==> config.mk <==
export PLATFORM = sky130hd
export DESIGN_NAME = spi_receive_deserializer
export DESIGN_NICKNAME = d
export VERILOG_FILES = /design/src/rtl/spi_rx_pkg.sv /design/src/rtl/spi_rx_pin_sync.sv /design/src/rtl/spi_receive_deserializer.sv
export SDC_FILE = /design/constraint.sdc
export NUM_CORES = 1
export LEC_CHECK = 0
export ABC_AREA = 1
export BUFFER_PORTS_ARGS = -buffer_cell sky130_fd_sc_hd__buf_2
export CORE_MARGIN = 2
export CORE_UTILIZATION = 40
export CTS_BUF_LIST = sky130_fd_sc_hd__clkbuf_4 sky130_fd_sc_hd__clkbuf_8 sky130_fd_sc_hd__clkbuf_16
export CTS_CLUSTER_SIZE = 16
export DETAILED_ROUTE_END_ITERATION = 12
export PLACE_DENSITY = 0.68
export SYNTH_ARGS = -nofsm -noshare
export SYNTH_HDL_FRONTEND = slang
export SYNTH_SLANG_ARGS = --single-unit
==> constraint.sdc <==
create_clock -name i_Clk -period 2.9 [get_ports i_Clk]
set_input_delay 0.29 -clock i_Clk [delete_from_list [all_inputs] [get_ports i_Clk]]
set_output_delay 0.29 -clock i_Clk [all_outputs]
set_load 0.03 [all_outputs]
==> src/rtl/spi_rx_pkg.sv <==
// Shared types and constants for the SPI receive deserializer.
// Defining SPI_RX_GLITCH_FILTER_EN enables the SCLK/CS glitch filter (+2 cycles latency).
package spi_rx_pkg;

  typedef enum logic [1:0] {
    WAIT_IDLE = 2'd0,
    IDLE      = 2'd1,
    SHIFT     = 2'd2,
    HOLD      = 2'd3
  } rx_state_e;

  localparam int DEFAULT_DATASIZE = 16;
  localparam int FILTER_DEPTH     = 3;

`ifdef SPI_RX_GLITCH_FILTER_EN
  localparam int FILTER_LATENCY = FILTER_DEPTH - 1;
`else
  localparam int FILTER_LATENCY = 0;
`endif

  // Cycles CS must read high before leaving WAIT_IDLE; longer than the time the
  // reset-loaded '1' takes to drain out of the CS pipeline.
  function automatic int settle_cycles(input int sync_stages);
    return sync_stages + 3 + FILTER_LATENCY;
  endfunction

endpackage

==> src/rtl/spi_rx_pin_sync.sv <==
// Pin synchronizer with optional 3-sample glitch filter and registered rise/fall pulses.
// Non-filtered instances are delayed by the same amount so all pins stay aligned.
module spi_rx_pin_sync
  import spi_rx_pkg::*;
#(
  parameter int SYNC_STAGES = 2,
  parameter bit RST_VAL     = 1'b0,
  parameter bit FILTER      = 1'b1
) (
  input  logic clk_i,
  input  logic rst_ni,
  input  logic pin_i,
  output logic level_o,
  output logic rise_o,
  output logic fall_o
);

  logic [SYNC_STAGES-1:0] sync_q;
  logic                   sync_w;
  logic                   eff_d;
  logic                   level_q;
  logic                   rise_q;
  logic                   fall_q;

  always_ff @(posedge clk_i or negedge rst_ni) begin
    if (!rst_ni) begin
      sync_q <= {SYNC_STAGES{RST_VAL}};
    end else begin
      sync_q <= {sync_q[SYNC_STAGES-2:0], pin_i};
    end
  end

  assign sync_w = sync_q[SYNC_STAGES-1];

  if (FILTER) begin : g_filter_path
    if (FILTER_LATENCY == 0) begin : g_direct
      assign eff_d = sync_w;
    end else begin : g_filt
      logic [FILTER_LATENCY-1:0] hist_q;
      always_ff @(posedge clk_i or negedge rst_ni) begin
        if (!rst_ni) begin
          hist_q <= {FILTER_LATENCY{RST_VAL}};
        end else begin
          hist_q <= {hist_q[FILTER_LATENCY-2:0], sync_w};
        end
      end
      // Accept a new level only once it has been seen on FILTER_DEPTH consecutive samples.
      assign eff_d = (hist_q == {FILTER_LATENCY{sync_w}}) ? sync_w : level_q;
    end
  end else begin : g_plain_path
    if (FILTER_LATENCY == 0) begin : g_direct
      assign eff_d = sync_w;
    end else begin : g_delay
      logic [FILTER_LATENCY-1:0] hist_q;
      always_ff @(posedge clk_i or negedge rst_ni) begin
        if (!rst_ni) begin
          hist_q <= {FILTER_LATENCY{RST_VAL}};
        end else begin
          hist_q <= {hist_q[FILTER_LATENCY-2:0], sync_w};
        end
      end
      assign eff_d = hist_q[FILTER_LATENCY-1];
    end
  end

  always_ff @(posedge clk_i or negedge rst_ni) begin
    if (!rst_ni) begin
      level_q <= RST_VAL;
      rise_q  <= 1'b0;
      fall_q  <= 1'b0;
    end else begin
      level_q <= eff_d;
      rise_q  <= eff_d & ~level_q;
      fall_q  <= ~eff_d & level_q;
    end
  end

  // level_o is the value from the same cycle in which rise_o/fall_o are computed.
  assign level_o = level_q;
  assign rise_o  = rise_q;
  assign fall_o  = fall_q;

endmodule

==> src/rtl/spi_receive_deserializer.sv <==
// SPI slave receiver: oversamples SCLK/MOSI/CS, deserializes one MSB-first word per CS frame,
// presents it on valid/ready and flags framing errors/overruns. SPI_RX_GLITCH_FILTER_EN adds the pin filter.
module spi_receive_deserializer
  import spi_rx_pkg::*;
#(
  parameter int DATASIZE    = DEFAULT_DATASIZE,
  parameter int SYNC_STAGES = 2
) (
  input  logic                i_Clk,
  input  logic                i_Rst_L,
  input  logic                i_SCLK,
  input  logic                i_MOSI,
  input  logic                i_CS,
  input  logic                i_EdgeShape,
  input  logic                i_Ready,
  output logic [DATASIZE-1:0] o_Data,
  output logic                o_Valid,
  output logic                o_FrameErr,
  output logic                o_Overrun,
  output logic                o_Busy
);

  localparam int CW     = $clog2(DATASIZE + 1);
  localparam int SETTLE = settle_cycles(SYNC_STAGES);
  localparam int WW     = $clog2(SETTLE + 1);

  logic sclk_rise, sclk_fall, sclk_level_unused;
  logic cs_rise, cs_fall, cs_level;
  logic mosi_level, mosi_rise_unused, mosi_fall_unused;
  logic sample;

  spi_rx_pin_sync #(.SYNC_STAGES(SYNC_STAGES), .RST_VAL(1'b0), .FILTER(1'b1)) u_sclk_sync (
    .clk_i(i_Clk), .rst_ni(i_Rst_L), .pin_i(i_SCLK),
    .level_o(sclk_level_unused), .rise_o(sclk_rise), .fall_o(sclk_fall)
  );

  spi_rx_pin_sync #(.SYNC_STAGES(SYNC_STAGES), .RST_VAL(1'b1), .FILTER(1'b1)) u_cs_sync (
    .clk_i(i_Clk), .rst_ni(i_Rst_L), .pin_i(i_CS),
    .level_o(cs_level), .rise_o(cs_rise), .fall_o(cs_fall)
  );

  spi_rx_pin_sync #(.SYNC_STAGES(SYNC_STAGES), .RST_VAL(1'b0), .FILTER(1'b0)) u_mosi_sync (
    .clk_i(i_Clk), .rst_ni(i_Rst_L), .pin_i(i_MOSI),
    .level_o(mosi_level), .rise_o(mosi_rise_unused), .fall_o(mosi_fall_unused)
  );

  assign sample = i_EdgeShape ? sclk_rise : sclk_fall;

  rx_state_e            state_q, state_d;
  logic [CW-1:0]        cnt_q, cnt_d;
  logic [DATASIZE-1:0]  shift_q, shift_d;
  logic                 excess_q, excess_d;
  logic [WW-1:0]        wait_q, wait_d;
  logic [DATASIZE-1:0]  data_q, data_d;
  logic                 valid_q, valid_d;
  logic                 ferr_q, ferr_d;
  logic                 ovr_q, ovr_d;
  logic                 close;

  always_ff @(posedge i_Clk or negedge i_Rst_L) begin
    if (!i_Rst_L) begin
      state_q  <= WAIT_IDLE;
      cnt_q    <= '0;
      shift_q  <= '0;
      excess_q <= 1'b0;
      wait_q   <= '0;
      data_q   <= '0;
      valid_q  <= 1'b0;
      ferr_q   <= 1'b0;
      ovr_q    <= 1'b0;
    end else begin
      state_q  <= state_d;
      cnt_q    <= cnt_d;
      shift_q  <= shift_d;
      excess_q <= excess_d;
      wait_q   <= wait_d;
      data_q   <= data_d;
      valid_q  <= valid_d;
      ferr_q   <= ferr_d;
      ovr_q    <= ovr_d;
    end
  end

  always_comb begin
    state_d  = state_q;
    cnt_d    = cnt_q;
    shift_d  = shift_q;
    excess_d = excess_q;
    wait_d   = wait_q;
    data_d   = data_q;
    valid_d  = valid_q;
    ferr_d   = 1'b0;
    ovr_d    = 1'b0;
    close    = 1'b0;

    if (valid_q && i_Ready) begin
      valid_d = 1'b0;
    end

    case (state_q)
      WAIT_IDLE: begin
        if (cs_level) begin
          if (wait_q == WW'(SETTLE - 1)) begin
            state_d = IDLE;
            wait_d  = '0;
          end else begin
            wait_d = wait_q + WW'(1);
          end
        end else begin
          wait_d = '0;
        end
      end
      IDLE: begin
        if (cs_fall) begin
          state_d  = SHIFT;
          cnt_d    = '0;
          shift_d  = '0;
          excess_d = 1'b0;
        end
      end
      SHIFT: begin
        if (sample) begin
          shift_d = {shift_q[DATASIZE-2:0], mosi_level};
          cnt_d   = cnt_q + CW'(1);
          if (cnt_d == CW'(DATASIZE)) begin
            state_d = HOLD;
          end
        end
        close = cs_rise;
      end
      HOLD: begin
        if (sample) begin
          excess_d = 1'b1;
        end
        close = cs_rise;
      end
      default: state_d = WAIT_IDLE;
    endcase

    // Close sees the post-edge count, so a sample coincident with CS rising is included.
    if (close) begin
      state_d = IDLE;
      if (cnt_d == CW'(DATASIZE) && !excess_d) begin
        if (!valid_q || i_Ready) begin
          data_d  = shift_d;
          valid_d = 1'b1;
        end else begin
          ovr_d = 1'b1;
        end
      end else begin
        ferr_d = 1'b1;
      end
    end
  end

  assign o_Data     = data_q;
  assign o_Valid    = valid_q;
  assign o_FrameErr = ferr_q;
  assign o_Overrun  = ovr_q;
  assign o_Busy     = (state_q == SHIFT) || (state_q == HOLD);

endmodule

==> results.txt <==
- Number of rows in the core area: 29
- Number of buffers and inverters on the critical path: 1
- The first routing iteration left 103 violations.
* Max-cap violations: 0
- Final Wtd Congestion: 0.793
- Pre-Repair DR Iteration Count: 4
- The count of pins over their slew limit was 0.
- Via count: 1905
- Global routing used 15.6% of the available tracks across all layers.
- Post-CTS setup repair buffer count: 0
- Post-synth cell types: 25
* Leakage power: 1.61 nW
- Master cell of the clock root buffer: sky130_fd_sc_hd__clkbuf_8
- Unrepaired setup endpoints after global routing: false
- The worst setup path is of the reg -> reg kind.
- Post-detailed-routing wire length: 4830 µm
* Maximum buffer depth of the clock tree: 2
- The die is 84.6 µm wide.
* Vias per inst: 4.81
- The die is 84.6 µm tall.
* Number of I/O pins: 27
* Critical-path cell list: inv_1 -> ha_1 -> a21boi_2 -> nand2_2 -> nand2_2 -> nand2_2 -> nor2_1 -> nand2_1 -> nor2_4 -> nand4_1 -> nand2_1
* Critical Path Fanout Max: 18
- At the worst endpoint, the required time is 3.17 ns.
- The worst setup path is launched from a flop.
- The die covers 7160 µm².
* Total core area: 6310 µm²
- At the pin with the least slew margin, the transition time is 0.692 ns.
* Maximum number of pins on one net before global-route repair: 31
* Finished Cell Area: 3010 µm²
- 0 antenna diodes ended up in the layout.
* Synthesized instance count: 279
* Period minus WS final: 2.23 ns
- DPL Wire Length: 3350 µm
- The final layout contains 331 nets.
- H-tree level count: 3
- Initial antenna violation count: 0
- Number of global-route vias before repair: 1926
- Sum of negative setup slack: 0 ns
- The count of endpoints failing hold in the final timing report was 0.
* Worst ir drop on vdd: 359 µV
- Measured against its own limit, the worst slew margin works out to 53.7%.
* Clock latency on the worst-skew pair: 0.33 ns
- Clock skew on the completed layout was measured at 0.00658 ns.
* Area added between synthesis and finish: 15.6%
- Crit share post-route: 77.0%
- Fill cells in the final layout number 637.
- The first global-routing pass estimated 8810 µm of wire.
* Area of the mapped netlist: 2600 µm²
- Class of the tightest hold or removal check: in -> reg
* Critical-path cell with the highest stage delay: sky130_fd_sc_hd__dfrtp_1
- Setup violations remaining at the end of the flow were counted as 0.
- Clock edge transition at the registers on the reported setup and hold paths: 0.06 ns
- Summed over all layers, the global routing overflow is 0.
- Sink Count: 59
* Post-DRT Antenna Nets: 0
- Area after detailed placement: 2810 µm²
* Setup crit end kind: flop
* Starting density of the core: 41.2%
* Number of design rule violations left after detail routing: 0
* CTS tree: yes
- Maximum clock frequency: 0.448 GHz
- Result of the run: finished, final reports clean
* Synthesized Nets: 296
- Dividing total power by cell area gives a power density of 754 nW/µm².
- CP top delay family: simple AND/OR/NAND/NOR gates
- The top cell type by area accounts for 53.9% of the synthesized area.
* Area contributors post-synth: sky130_fd_sc_hd__dfrtp_1 (54%), sky130_fd_sc_hd__nand2_1 (12%), sky130_fd_sc_hd__inv_1 (5.8%)
- Of the synthesized area, sequential elements account for 57.0%.
- Average footprint of a synthesized cell: 9.31 µm²
- CTS Buf Count: 9
* CP most frequent cell: sky130_fd_sc_hd__nand2_2
- Arrival time of the worst setup path: 2.50 ns
- Biggest cell delay along the critical path: 0.43 ns
- The post-route netlist has 19.1% of its cells at a drive strength greater than 1.
* Synth Warn #: 0
* Quantity of I/O buffers inserted on ports: 26
* Register-to-register path setup slack: 0.67 ns
- In the final routed layout, each cell accounts on average for 12.2 µm.
- Power comes to 2.27 mW.
- In this run, synthesis produced a sequential element count of 59.
- The synthesized design spends more area on one cell type than any other, namely sky130_fd_sc_hd__dfrtp_1.
## final timing paths
| check | startpoint | to | depth (start not counted) |
|---|---|---|---|
| setup / recovery | state_q[1] | o_Data[8] | 11 |
| hold / removal | i_CS | u_cs_sync.sync_q[0] | 1 |
| setup reg to reg | state_q[1] | o_Data[8] | 11 |
| hold reg to reg | u_mosi_sync.sync_q[0] | u_mosi_sync.sync_q[1] | 0 |
| max in group asynchronous | i_Rst_L | o_Valid | 3 |
| min in group asynchronous | i_Rst_L | wait_q[0] | 2 |
## where the power goes
part | internal, mW | switching (mW) | total (mW) | leakage (nW)
Combinational | 0.198 | 0.420 | 0.617 | 0.721
Clock | 0.396 | 0.298 | 0.694 | 0.0976
Sequential | 0.896 | 0.0594 | 0.956 | 0.787
## state kept, by name, indices dropped and copies added (netlist names)
register             cells
u_sclk_sync.fall_o       1
u_sclk_sync.sync_q       2
u_mosi_sync.level_o      1
u_sclk_sync.level_o      1
u_cs_sync.level_o        1
u_mosi_sync.sync_q       2
o_FrameErr               1
cnt_q                    5
excess_q                 1
o_Overrun                1
u_cs_sync.fall_o         1
u_cs_sync.sync_q         2
u_cs_sync.rise_o         1
o_Valid                  1
u_sclk_sync.rise_o       1
wait_q                   3
shift_q                 16
o_Data                  16
state_q                  2
## placed cells by master (no fill, tap or decap)
cell	Yosys	final
sky130_fd_sc_hd__a21boi_2	1	1
sky130_fd_sc_hd__a21oi_1	2	2
sky130_fd_sc_hd__buf_2	3	26
sky130_fd_sc_hd__buf_4	0	3
sky130_fd_sc_hd__clkbuf_4	0	4
sky130_fd_sc_hd__clkbuf_8	0	11
sky130_fd_sc_hd__clkinv_1	1	1
sky130_fd_sc_hd__clkinvlp_4	0	1
sky130_fd_sc_hd__dfrtp_1	56	56
sky130_fd_sc_hd__dfstp_2	3	3
sky130_fd_sc_hd__dlygate4sd3_1	0	1
sky130_fd_sc_hd__ha_1	10	10
sky130_fd_sc_hd__inv_1	40	40
sky130_fd_sc_hd__inv_2	1	1
sky130_fd_sc_hd__nand2_1	86	86
sky130_fd_sc_hd__nand2_2	6	6
sky130_fd_sc_hd__nand3_1	8	8
sky130_fd_sc_hd__nand3_2	1	1
sky130_fd_sc_hd__nand3b_1	1	1
sky130_fd_sc_hd__nand4_1	20	20
sky130_fd_sc_hd__nand4_4	1	1
sky130_fd_sc_hd__nor2_1	10	10
sky130_fd_sc_hd__nor2_2	1	1
sky130_fd_sc_hd__nor2_4	2	2
sky130_fd_sc_hd__o211ai_1	1	1
sky130_fd_sc_hd__o21ai_0	6	6
sky130_fd_sc_hd__o22ai_1	14	14
sky130_fd_sc_hd__xor2_1	2	2
## cells in the mapped netlist (all sizes together)
cell type	count
nand2	92
dfrtp	56
inv	41
nand4	21
o22ai	14
nor2	13
ha	10
nand3	9
o21ai	6
buf	5
dfstp	3
a21oi	2
xor2	2
a21boi	1
clkbuf	1
clkinv	1
nand3b	1
o211ai	1
## per-stage QoR
| stage | hold WS (ns) | utilization [%] | setup slack [ns] | std cells |
|---|---|---|---|---|
| 2_1_floorplan | -0.00559 | - | 0.967 | 279 |
| 3_3_place_gp | 0.332 | 44.5 | 0.723 | 379 |
| 3_5_place_dp | 0.336 | 44.5 | 0.661 | 379 |
| 4_1_cts | 0.0372 | 47.6 | 0.657 | 396 |
| 5_1_grt | 0.0362 | 47.6 | 0.344 | 396 |
| 6_report | 0.0555 | 47.6 | 0.668 | 396 |
## cell type report
type / count / area [µm²] / share of cell area [%]
Inverter: 42 / 158 / 5.25
Tap cell: 77 / 96.3 / 3.21
Clock inverter: 1 / 7.51 / 0.250
Multi-Input combinational cell: 172 / 920 / 30.6
Sequential cell: 59 / 1480 / 49.3
Timing Repair Buffer: 30 / 163 / 5.41
Clock buffer: 15 / 181 / 6.04
## per-layer routing
metal  up-vias  track usage (%)  routed length, µm
li1        973                -                  -
met4         0             7.65                106
met2        34             22.6               2120
met1       887             21.4               2390
met5         -                0                  0
met3        11             4.82                219
## logic make-up (layout without fill, tap and decap cells)
logic type,Yosys count,in the layout,synth area share (%)
compound gates,24,24,5.63
xor+xnor,2,2,0.674
fa+ha+maj,10,10,4.81
simple gates,136,136,24.3
buf+inv,48,88,7.65
flops,59,59,57.0
## what timing repair did
action / CTS / global route
hold buffers: 1 / 0
endpoints found under the hold margin: 25 / 0
resized for setup: 0 / 0
Power figures use the tool's default switching activity.
